--- src/rtl/nibble_sweep_capture.sv ---
// Stimulus/readback end for a 4-in/1-out reduction block: sweeps every input code,
// captures the resulting truth table and compares it with an expected table latched at start.
module nibble_sweep_capture #(
  parameter int IN_W          = 4,
  parameter int SETTLE_CYCLES = 1
) (
  input  logic                   clk,
  input  logic                   rst,
  input  logic                   start,
  input  logic [(2**IN_W)-1:0]   expected_tt,
  output logic [IN_W-1:0]        drv_in1,
  input  logic                   dut_out1,
  output logic                   busy,
  output logic                   done,
  output logic [(2**IN_W)-1:0]   tt,
  output logic                   pass,
  output logic [IN_W:0]          fail_cnt,
  output logic [IN_W-1:0]        fail_idx
);

  // state    | meaning
  // S_IDLE   | waiting for start, drv_in1 parked at 0
  // S_DRIVE  | holding code idx on drv_in1 for SETTLE_CYCLES cycles
  // S_SAMPLE | capturing dut_out1 for code idx, comparing with expected
  // S_DONE   | one-cycle completion pulse, pass verdict latched
  localparam int TT_W = 2**IN_W;
  localparam int SW   = (SETTLE_CYCLES > 1) ? $clog2(SETTLE_CYCLES) : 1;
  localparam logic [SW-1:0]   SETTLE_INIT = SW'(SETTLE_CYCLES - 1);
  localparam logic [IN_W-1:0] LAST_IDX    = IN_W'(TT_W - 1);

  typedef enum logic [1:0] {S_IDLE, S_DRIVE, S_SAMPLE, S_DONE} state_e;

  state_e            state_q, state_d;
  logic [IN_W-1:0]   idx_q, idx_d;
  logic [SW-1:0]     settle_q, settle_d;
  logic [TT_W-1:0]   exp_q, exp_d;
  logic [TT_W-1:0]   tt_q, tt_d;
  logic [IN_W:0]     fail_cnt_q, fail_cnt_d;
  logic [IN_W-1:0]   fail_idx_q, fail_idx_d;
  logic              pass_q, pass_d;

  always_ff @(posedge clk) begin
    if (rst) state_q <= S_IDLE;
    else     state_q <= state_d;
  end

  always_comb begin
    state_d = state_q;
    case (state_q)
      S_IDLE:   if (start) state_d = S_DRIVE;
      S_DRIVE:  if (settle_q == '0) state_d = S_SAMPLE;
      S_SAMPLE: state_d = (idx_q == LAST_IDX) ? S_DONE : S_DRIVE;
      S_DONE:   state_d = S_IDLE;
      default:  state_d = S_IDLE;
    endcase
  end

  always_comb begin
    busy    = (state_q != S_IDLE);
    done    = (state_q == S_DONE);
    drv_in1 = (state_q == S_DRIVE || state_q == S_SAMPLE) ? idx_q : '0;
  end

  // datapath next-state; fail_cnt cannot exceed TT_W since each code is sampled once
  always_comb begin
    idx_d      = idx_q;
    settle_d   = settle_q;
    exp_d      = exp_q;
    tt_d       = tt_q;
    fail_cnt_d = fail_cnt_q;
    fail_idx_d = fail_idx_q;
    pass_d     = pass_q;
    case (state_q)
      S_IDLE: begin
        if (start) begin
          exp_d      = expected_tt;
          tt_d       = '0;
          fail_cnt_d = '0;
          fail_idx_d = '0;
          pass_d     = 1'b0;
          idx_d      = '0;
          settle_d   = SETTLE_INIT;
        end
      end
      S_DRIVE: begin
        if (settle_q != '0) settle_d = settle_q - SW'(1);
      end
      S_SAMPLE: begin
        tt_d[idx_q] = dut_out1;
        if (dut_out1 != exp_q[idx_q]) begin
          fail_cnt_d = fail_cnt_q + (IN_W+1)'(1);
          if (fail_cnt_q == '0) fail_idx_d = idx_q;
        end
        if (idx_q != LAST_IDX) begin
          idx_d    = idx_q + IN_W'(1);
          settle_d = SETTLE_INIT;
        end
      end
      S_DONE: begin
        pass_d = (fail_cnt_q == '0);
      end
      default: ;
    endcase
  end

  always_ff @(posedge clk) begin
    if (rst) begin
      idx_q      <= '0;
      settle_q   <= '0;
      exp_q      <= '0;
      tt_q       <= '0;
      fail_cnt_q <= '0;
      fail_idx_q <= '0;
      pass_q     <= 1'b0;
    end else begin
      idx_q      <= idx_d;
      settle_q   <= settle_d;
      exp_q      <= exp_d;
      tt_q       <= tt_d;
      fail_cnt_q <= fail_cnt_d;
      fail_idx_q <= fail_idx_d;
      pass_q     <= pass_d;
    end
  end

  assign tt       = tt_q;
  assign pass     = pass_q;
  assign fail_cnt = fail_cnt_q;
  assign fail_idx = fail_idx_q;

endmodule

--- config.mk ---
export PLATFORM = sky130hd
export DESIGN_NAME = nibble_sweep_capture
export DESIGN_NICKNAME = d
export VERILOG_FILES = /design/src/rtl/nibble_sweep_capture.sv
export SDC_FILE = /design/constraint.sdc
export NUM_CORES = 1
export LEC_CHECK = 0
export CAP_MARGIN = 0
export CORE_UTILIZATION = 25
export CTS_CLUSTER_DIAMETER = 40
export DETAILED_ROUTE_END_ITERATION = 6
export PLACE_DENSITY = 0.47
export SYNTH_ARGS = -nofsm -noshare
export SYNTH_HDL_FRONTEND = slang
export SYNTH_SLANG_ARGS = --single-unit
--- constraint.sdc ---
create_clock -name clk -period 6.21 [get_ports clk]
set_input_delay 0.621 -clock clk [delete_from_list [all_inputs] [get_ports clk]]
set_output_delay 0.621 -clock clk [all_outputs]
set_load 0.01 [all_outputs]
==> flow_summary.ini <==
[worst_setup_path]
r2r-start = state_q[0]
cp_slowest_cell = a21oi_1
arrival_ns = 3.31
required_ns = 6.44
reg2reg_depth = 6
r2r_end = idx_q[3]
crit_type = register to register
worstPathMaxFanout = 17
reg2reg_slack_ns = 3.13
worst_setup_path_end_kind = register
cp-start-kind = register
slowest_delay_ns = 1.00
path_cells = inv_1 -> ha_1 -> clkinv_1 -> a21oi_1 -> o21ai_0 -> a31oi_1

[grt]
grt_pass1_wl_um = 10800
grt_use_total_pct = 13.5
use_met1_pct = 17.9
antenna_found_initial = 0
met3_usage_pct = 2.69
grt_max_degree = 42
grt_use_met2_pct = 22.6
grt-busiest-layer = met2
gr-total-overflow = 0
first_global_vias = 2132

[logic_synthesis]
synth_nets = 330
ys_warn_count = 0
synthFlopType = dfxtp_1
synth_seq_area_share_pct = 38.9
avgSynthCellArea_um2 = 8.24
async_flop_share_pct = 0
synth-edff-count = 0
synth_cells = 300
syn_area_um2 = 2470
ys_ff_latch = 48
ys_types = 46

[place]
dpl_worst_slack_ns = 3.06
place.gp.congestion = 0.750
io_buffers = 51
place_inst = 459
dp_hpwl_um = 4590

[sta]
relSlewSlack_pct = 23.1
slew_violations = 0
finalHoldWorstSlack_ns = 0.458
finClkSkew_ns = 0.00918
report.final.hold_viol_count = 0
fin_crit_sh_pct = 49.6
layout_setup_ws_ns = 3.13
post-route-min-period_ns = 3.08
rsz0062_at_grt = no
setup_viol_count_final = 0
tns_ns = 0
max_freq_ghz = 0.325
worst_pin_slew_ns = 1.15

[worst_hold_path]
hold_path.class = register to register
hold_start = exp_q[14]
hold-path-endpoint = exp_q[14]
holdPathStages = 2

[die]
core_area_um2 = 9420
num_rows = 35
dieArea_um2 = 10300
die_h_um = 101
num_io_pins = 52
die_w_um = 101
start_util_pct = 26.2

[cts]
root_buffer = clkbuf_8
post_cts_buffers = 0
ctsResizeCount = 0
insertion_delay_ns = 0.30
cts_tree = yes
cts-buffers-inserted = 5
clock-sinks = 48
htreeDepth = 2
path_clk_slew_ns = 0.09
cts_buffer_depth = 2
cts.hold.buffers_added = 0

[final_layout]
fin_cells = 467
n_antenna_cell = 0
nets = 367
drive_gt1_share_pct = 6.21
syn_to_final_growth_pct = 26.4

[detailed_routing]
wirelength_um = 6550
wl_per_cell_um = 14.0
post-route-drc-count = 0
vias = 2253
ant_nets = 0
viasPerCell = 4.82
drt_first_pass_iters = 4
first_iter_violations = 115

[outcome]
status = completed

[power]
vdd_drop_max_mv = 0.0740
finalPower_mw = 0.670
p_leak_nw = 1.10
p_per_area_nw_per_um2 = 214

[flow_run]
drv_cap = 0
[synthesized netlist by cell type, types with 2 or more instances]
cell type | count | share of area [%]
a22oi_1 | 11 | 3.3
nand4_1 | 2 | 0.51
or2_2 | 3 | 0.76
a41o_1 | 3 | 1.2
nor4b_1 | 2 | 0.71
nand3_1 | 11 | 2.2
nor4_1 | 2 | 0.51
dfxtp_1 | 48 | 39
ha_1 | 10 | 5.1
nor2b_1 | 3 | 0.76
and3_2 | 2 | 0.61
xnor2_1 | 2 | 0.71
clkbuf_1 | 16 | 2.4
clkbuf_8 | 2 | 1.1
nor2_1 | 19 | 2.9
nand2_1 | 54 | 8.2
o21a_1 | 2 | 0.61
and2_1 | 6 | 1.5
mux2i_1 | 10 | 4.1
a32o_1 | 2 | 0.81
a211o_2 | 2 | 0.81
inv_1 | 8 | 1.2
a21oi_1 | 34 | 6.9
buf_4 | 2 | 0.61
a31oi_1 | 10 | 2.5
o21ai_0 | 12 | 2.4
o211ai_1 | 3 | 0.91
[flip-flops by register name, summed over array words and instances (netlist names)]
name,count
exp_q,16
tt,16
fail_cnt,5
fail_idx,4
idx_q,4
state_q,2
pass,1
[worst max-delay path by stage]
stage,from,end,slack [ns]
3_3_place_gp,start,tt[0],3.09
4_1_cts,state_q[0],idx_q[3],3.12
3_5_place_dp,start,tt[2],3.06
5_1_grt,state_q[0],tt[3],2.78
2_1_floorplan,idx_q[1],fail_cnt[3],3.93
6_report,state_q[0],idx_q[3],3.13
[per-stage QoR]
| step | utilization, % | instance area (µm²) |
|---|---|---|
| 6_report | 33.2 | 3120 |
| 5_1_grt | 33.2 | 3120 |
| 4_1_cts | 33.2 | 3120 |
| 3_5_place_dp | 32.2 | 3030 |
| 3_3_place_gp | 32.2 | 3030 |
| 2_1_floorplan | - | 2470 |
[cells by family (layout without fill, tap and decap cells)]
group | count (synthesis) | count (layout) | share of synthesized area [%]
buffers and inverters | 31 | 69 | 6.13
AOI/OAI and AO/OA | 86 | 86 | 22.6
adders and majority gates | 10 | 10 | 5.06
and+or+nand+nor | 110 | 110 | 20.5
xor gates and xnor gates | 3 | 3 | 1.37
DFF | 48 | 48 | 38.9
muxes | 12 | 12 | 5.42
[cell usage in the layout, fill, tap and decap left out, drive strengths merged, types with 8 or more instances in the layout]
cell,count
a21oi,34
a22oi,11
a31oi,10
clkbuf,8
clkdlybuf4s50,51
dfxtp,48
ha,10
inv,8
mux2i,10
nand2,54
nand3,11
nor2,19
o21ai,13
[routing by layer]
metal / wire length (µm) / vias up / part of all wire [%]
met5: 0 / - / 0
met4: 38 / 0 / 0.58
met3: 298 / 4 / 4.5
met2: 3100 / 55 / 47
met1: 3110 / 1059 / 48
li1: - / 1135 / -
[worst max-delay path, delay by kind of cell (launching register included)]
kind,cells,cell delay (ns)
AOI/OAI and AO/OA,3,1.41
adders and majority gates,1,0.64
buffers and inverters,2,0.60
DFF,1,0.34
[power breakdown]
part / leakage [nW] / total [mW] / switching, mW / internal (mW)
Combinational: 0.666 / 0.143 / 0.0901 / 0.0524
Clock: 0.0455 / 0.195 / 0.104 / 0.0911
Sequential: 0.390 / 0.332 / 0.0101 / 0.322
Total: 1.10 / 0.670 / 0.204 / 0.466
[cell type report]
class | count | area (µm²)
Timing Repair Buffer | 52 | 518
Sequential cell | 48 | 961
Fill cell | 1029 | 6290
Multi-Input combinational cell | 221 | 1360
Inverter | 9 | 33.8
Tap cell | 129 | 161
Clock buffer | 8 | 90.1
(Power assumes the default switching activity.)
